**config.mk**
```make
export PLATFORM = sky130hd
export DESIGN_NAME = cc_seq_ctrl
export DESIGN_NICKNAME = d
export VERILOG_FILES = /design/src/rtl/cc_seq_ctrl.sv
export SDC_FILE = /design/constraint.sdc
export NUM_CORES = 1
export LEC_CHECK = 0
export ABC_AREA = 1
export ABC_CLOCK_PERIOD_IN_PS = 3000
export BUFFER_PORTS_ARGS = -buffer_cell sky130_fd_sc_hd__buf_2
export CORE_MARGIN = 3
export CORE_UTILIZATION = 25
export DETAILED_ROUTE_END_ITERATION = 6
export SLEW_MARGIN = 20
export SYNTH_ARGS = -nofsm -noshare
export SYNTH_HDL_FRONTEND = slang
export SYNTH_SLANG_ARGS = --single-unit
```
**constraint.sdc**
```tcl
create_clock -name clk -period 3 [get_ports clk]
set_input_delay 0.45 -clock clk [delete_from_list [all_inputs] [get_ports clk]]
set_output_delay 0.45 -clock clk [all_outputs]
set_load 0.01 [all_outputs]
```
**src/rtl/cc_seq_ctrl.sv**
```systemverilog
// Purpose: sequences queued swap actions through SWAP/SCAN/CLEAR/DROP datapath commands and accumulates a score.
// Latency: first dp_req two cycles after in_valid_2 falls; out_valid pulses one cycle after the queue drains.
// Backpressure: each command holds dp_req/dp_op/dp_pos/dp_dir stable until dp_ack; stray dp_ack is ignored.
module cc_seq_ctrl #(
  parameter int MAX_ACT     = 10,
  parameter int MAX_CASCADE = 8,
  parameter int SCORE_W     = 7
) (
  input  logic               clk,
  input  logic               rst_n,
  input  logic               in_valid_2,
  input  logic [1:0]         in_action,
  input  logic [5:0]         in_starting_pos,
  output logic               dp_req,
  output logic [1:0]         dp_op,
  output logic [5:0]         dp_pos,
  output logic [1:0]         dp_dir,
  input  logic               dp_ack,
  input  logic [3:0]         dp_hits,
  output logic               out_valid,
  output logic [SCORE_W-1:0] out_score
);

  localparam int CNT_W = $clog2(MAX_ACT + 1);
  localparam int CAS_W = $clog2(MAX_CASCADE + 1);
  localparam logic [SCORE_W-1:0] SCORE_MAX = '1;

  typedef enum logic [2:0] {
    S_IDLE, S_LOAD, S_NEXT, S_SWAP, S_SCAN, S_CLEAR, S_DROP, S_DONE
  } state_t;

  state_t state, state_nxt;

  // Only legal moves are stored; seen_cnt still counts every captured entry so
  // the MAX_ACT limit applies to the raw stream, while NEXT never spends
  // cycles on moves that would leave the board.
  logic [7:0]         fifo_mem [MAX_ACT];
  logic [CNT_W-1:0]   seen_cnt;
  logic [CNT_W-1:0]   wr_cnt;
  logic [CNT_W-1:0]   rd_idx;
  logic [5:0]         cur_pos;
  logic [1:0]         cur_dir;
  logic [CAS_W-1:0]   cas_cnt;
  logic [SCORE_W-1:0] score;

  logic               capture;
  logic               accept;
  logic               in_legal;
  logic               fifo_empty;
  logic               ack;
  logic               cmd_nxt;
  logic [7:0]         head;
  logic [2:0]         in_row;
  logic [2:0]         in_col;
  logic [SCORE_W:0]   score_sum;

  // Board-edge legality of the incoming move and capture qualifiers.
  always_comb begin
    in_row   = in_starting_pos[5:3];
    in_col   = in_starting_pos[2:0];
    in_legal = (in_row <= 3'd5) && (in_col <= 3'd5);
    case (in_action)
      2'b00:   if (in_row == 3'd0) in_legal = 1'b0;
      2'b01:   if (in_row == 3'd5) in_legal = 1'b0;
      2'b10:   if (in_col == 3'd0) in_legal = 1'b0;
      default: if (in_col == 3'd5) in_legal = 1'b0;
    endcase
    capture    = in_valid_2 && (state == S_IDLE || state == S_LOAD);
    accept     = capture && (seen_cnt < CNT_W'(MAX_ACT));
    fifo_empty = (rd_idx == wr_cnt);
    head       = fifo_mem[rd_idx];
    ack        = dp_req && dp_ack;
    score_sum  = {1'b0, score} + {{(SCORE_W-3){1'b0}}, dp_hits};
  end

  // Next-state selection; commands advance only on an acknowledged request.
  always_comb begin
    state_nxt = state;
    case (state)
      S_IDLE:  if (in_valid_2) state_nxt = S_LOAD;
      S_LOAD:  if (!in_valid_2) state_nxt = S_NEXT;
      S_NEXT:  state_nxt = fifo_empty ? S_DONE : S_SWAP;
      S_SWAP:  if (ack) state_nxt = S_SCAN;
      S_SCAN:  if (ack) state_nxt = (dp_hits == 4'd0) ? S_NEXT : S_CLEAR;
      S_CLEAR: if (ack) state_nxt = S_DROP;
      S_DROP:  if (ack) state_nxt = (cas_cnt == CAS_W'(MAX_CASCADE)) ? S_NEXT : S_SCAN;
      default: state_nxt = S_IDLE;
    endcase
    cmd_nxt = (state_nxt == S_SWAP) || (state_nxt == S_SCAN) ||
              (state_nxt == S_CLEAR) || (state_nxt == S_DROP);
  end

  // Command fields decode straight from state, so they cannot move mid-request.
  always_comb begin
    dp_op     = 2'b00;
    dp_pos    = 6'd0;
    dp_dir    = 2'b00;
    out_valid = 1'b0;
    out_score = '0;
    case (state)
      S_SWAP:  begin dp_pos = cur_pos; dp_dir = cur_dir; end
      S_SCAN:  dp_op = 2'b01;
      S_CLEAR: dp_op = 2'b10;
      S_DROP:  dp_op = 2'b11;
      S_DONE:  begin out_valid = 1'b1; out_score = score; end
      default: ;
    endcase
  end

  // State register and request flag; an ack drops dp_req for one cycle so the
  // following command is seen as a fresh rising request.
  always_ff @(posedge clk or negedge rst_n) begin
    if (!rst_n) begin
      state  <= S_IDLE;
      dp_req <= 1'b0;
    end else begin
      state  <= state_nxt;
      dp_req <= cmd_nxt && !ack;
    end
  end

  // Action storage; contents need no reset because the counters gate every read.
  always_ff @(posedge clk) begin
    if (accept && in_legal) fifo_mem[wr_cnt] <= {in_action, in_starting_pos};
  end

  // Queue counters and the popped action; everything is cleared on the way back to IDLE.
  always_ff @(posedge clk or negedge rst_n) begin
    if (!rst_n) begin
      seen_cnt <= '0;
      wr_cnt   <= '0;
      rd_idx   <= '0;
      cur_pos  <= '0;
      cur_dir  <= '0;
    end else if (state == S_DONE) begin
      seen_cnt <= '0;
      wr_cnt   <= '0;
      rd_idx   <= '0;
      cur_pos  <= '0;
      cur_dir  <= '0;
    end else begin
      if (accept) begin
        seen_cnt <= seen_cnt + CNT_W'(1);
        if (in_legal) wr_cnt <= wr_cnt + CNT_W'(1);
      end
      if (state == S_NEXT && !fifo_empty) begin
        rd_idx  <= rd_idx + CNT_W'(1);
        cur_pos <= head[5:0];
        cur_dir <= head[7:6];
      end
    end
  end

  // Saturating score and per-action cascade round counter; dp_hits matters only on a SCAN ack.
  always_ff @(posedge clk or negedge rst_n) begin
    if (!rst_n) begin
      score   <= '0;
      cas_cnt <= '0;
    end else if (state == S_DONE) begin
      score   <= '0;
      cas_cnt <= '0;
    end else if (state == S_SWAP && ack) begin
      cas_cnt <= '0;
    end else if (state == S_SCAN && ack && dp_hits != 4'd0) begin
      score   <= score_sum[SCORE_W] ? SCORE_MAX : score_sum[SCORE_W-1:0];
      cas_cnt <= cas_cnt + CAS_W'(1);
    end
  end

endmodule
```
==> results.md <==
- Slew @ Worst Pin: 0.8587 ns
- Starting density of the core: 25.92%
- Post-synthesis register bit count: 115
- Syn Std Cell Area: 5552 sq um
- Reg2reg start: state[2]
- TritonCTS Buffers: 17
- Residual DRC count: 0
- Iteration-0 DRC Markers: 256
- Worst Skew: 0.01110 ns
- Layout cells sized above 1: 15.28%
- Final std cells w/o fill: 923
- Post-route minimum period: 2.444 ns
- Hold Fails Final Rpt: 0
- CTS tree: yes
- CP Max Fanout: 11
- Synth top area share: 43.27%
- Clock Sinks: 115
- WP data required: 3.04 ns
- Global route total overflow: 0
- Crit Path Category: flip-flop to flip-flop
- Detail Route Antenna Nets: 0
- Cts hold-fix bufs: 0
- Placed cell count: 891
- Die area: 24,030 sq um
- Min-delay worst type: input port to asynchronous set/reset pin
- Setup TNS: 0 ns
- H-tree depth: 4
- Rows: 53
- Fillers: 2,190
- Skew-Pair Late Insertion Delay: 0.41 ns
- Yosys top cell by area: edfxtp_1
- Critical path startpoint: state[2]
- Cells after Synth: 587
- First-pass GRT wire length: 20,500 um
- Slew headroom: 42.75%
- Final #Nets: 664
- Multi-input logic area: 1921 sq um
- Post-synth EDFFs: 80
- Die Wd: 155.0 um
- Pre-antenna DRT Iters: 5
- Post-synth net total: 616
- Synth cell types: 34
- Vias in the first global route: 3,898
- Leakage: 0.002839 uW
- Dominant cells by area after synthesis: edfxtp_1, dfrtp_1, nand2_1, nor2_1, o21ai_0
- Asr flop ratio synth: 30.43%
- Max Fclk: 0.4092 GHz
- Gpl congestion: 0.7832
- Core ar.: 21,420 sq um
- Critical path arrival: 2.48 ns
- Count of final setup violators: 0
- Yosys warnings: 0
- CP Capture Type: flip-flop
- PD cells: 938.4 nW/um^2
- Port buffer count: 34
- WL final: 12,750 um
- Post-CTS sizing: 0
- Via count: 4,042
- Crit start category: flip-flop
- Reg area: 3278 sq um
- Clk slew on worst S/H paths: 0.06 ns
- Wire per inst: 13.81 um
- Dpl hpwl: 8503 um
- Total of max-cap violations: 0
- I/O Pins: 35
- Part of the cycle the worst path needs: 81.46%
- Largest net degree at the start of global routing: 45
- Post-CTS Repair Setup Buffers: 0
- Tot GR Track Use: 10.92%
- Ant diodes: 0
- Number of vias per cell: 4.379
- Clock buffer depth: 2
- Post-synthesis sequential area ratio: 59.05%
- Mean post-synth cell area: 9.458 sq um
- Unrepaired setup endpoints after global routing: false
- Pins over their slew limit: 0
- P&R area growth vs syn: 20.04%
- Status: complete, no violations
- Ys flop type: edfxtp_1
- Die height: 155.0 um
- Initial antenna violation count: 0
- Maximum vdd drop: 394.2 uV
- Root Buffer: clkbuf_16
## path summary, 6_finish.rpt
kind                                   to  slack [ns]  cells after the start
setup / recovery           fifo_mem[0][3]        0.56                      9
hold / removal                   score[0]        0.16                      1
setup reg to reg           fifo_mem[0][3]        0.56                      9
hold reg to reg                cur_dir[0]        0.48                      2
max in group asynchronous      cas_cnt[2]        2.31                      1
min in group clk           fifo_mem[0][7]        0.42                      1
## area by class of cell
class / instances / area share [%]
flip-flops and latches: 115 / 49.19
multi-input cells: 402 / 28.82
clock buffers: 18 / 6.440
well taps: 275 / 5.163
repair buffers: 46 / 3.905
clock inverters: 14 / 3.342
inverters: 53 / 3.136
## per-layer routing
layer / share of wire [%] / GRT usage (%) / wire length (um) / up-vias
li1: - / - / - / 2031
met1: 46 / 13.73 / 5809 / 1932
met2: 50 / 18.37 / 6340 / 67
met3: 3.4 / 2.670 / 429 / 12
met4: 1.3 / 3.743 / 170 / 0
met5: 0 / 0 / 0 / -
## cell families (layout without fill, tap and decap cells)
family,count (synthesis),after routing,synth area share [%]
buffers and inverters,70,131,6.355
AOI/OAI and AO/OA,67,67,6.085
DFF,115,115,59.05
xor gates and xnor gates,6,6,0.9466
and+or+nand+nor,316,316,24.50
adders and majority gates,13,13,3.065
## sequential cells by signal, summed over array words and instances, names as in the netlist
| register | count |
|---|---|
| dp_req | 1 |
| rd_idx | 4 |
| seen_cnt | 4 |
| score | 7 |
| state | 3 |
| fifo_mem | 80 |
| cur_dir | 2 |
| cas_cnt | 4 |
| wr_cnt | 4 |
| cur_pos | 6 |
## critical path: stages, from the launching register on
cell and delay [ns]:
dfrtp_1 0.37, inv_1 0.32, nand2_1 0.12, nor2_1 0.14, nand2_2 0.12, nor2_4 0.13, nand3_2 0.13, inv_2 0.10
nand2_1 0.10, nor2_1 0.54
## per-stage QoR
step | hold WS [ns] | cell area, sq um | setup WS [ns] | util [%] | total power, uW
after floorplan | 0.1544 | 5552 | 1.081 | - | 3595
after global placement | 0.4693 | 6012 | 0.6500 | 28.07 | 4053
after detailed placement | 0.4682 | 6012 | 0.5512 | 28.07 | 4075
after CTS | 0.1776 | 6664 | 0.5567 | 31.11 | 6329
after global routing | 0.2257 | 6664 | 0.3871 | 31.11 | 6686
final | 0.1578 | 6664 | 0.5563 | 31.11 | 6254
## power breakdown
part / internal, uW / switching [uW]
clock: 1490 / 749
sequential: 1940 / 188
combinational: 601 / 1290
total: 4020 / 2230
## cells in the final DEF, fill, tap and decap left out, types with 12 or more instances in the layout
| cell type | n |
|---|---|
| nand2_1 | 150 |
| nor2_1 | 102 |
| edfxtp_1 | 80 |
| inv_1 | 43 |
| o21ai_0 | 41 |
| nand3_1 | 37 |
| dfrtp_1 | 35 |
| buf_2 | 34 |
| clkbuf_16 | 17 |
| a21oi_1 | 15 |
| ha_1 | 12 |
| buf_4 | 12 |
## synthesized netlist by cell type, types with 2 or more instances
| master | n |
|---|---|
| nand2_1 | 150 |
| nor2_1 | 102 |
| edfxtp_1 | 80 |
| inv_1 | 43 |
| o21ai_0 | 41 |
| nand3_1 | 37 |
| dfrtp_1 | 35 |
| a21oi_1 | 15 |
| ha_1 | 12 |
| o21ai_1 | 9 |
| buf_6 | 8 |
| nand4_1 | 7 |
| inv_2 | 6 |
| nor3_1 | 6 |
| xor2_1 | 5 |
| buf_2 | 4 |
| buf_4 | 4 |
| nand3_2 | 3 |
| inv_4 | 2 |
| nand2_2 | 2 |
| nor2_4 | 2 |
| or2_2 | 2 |
(Power assumes the default switching activity.)
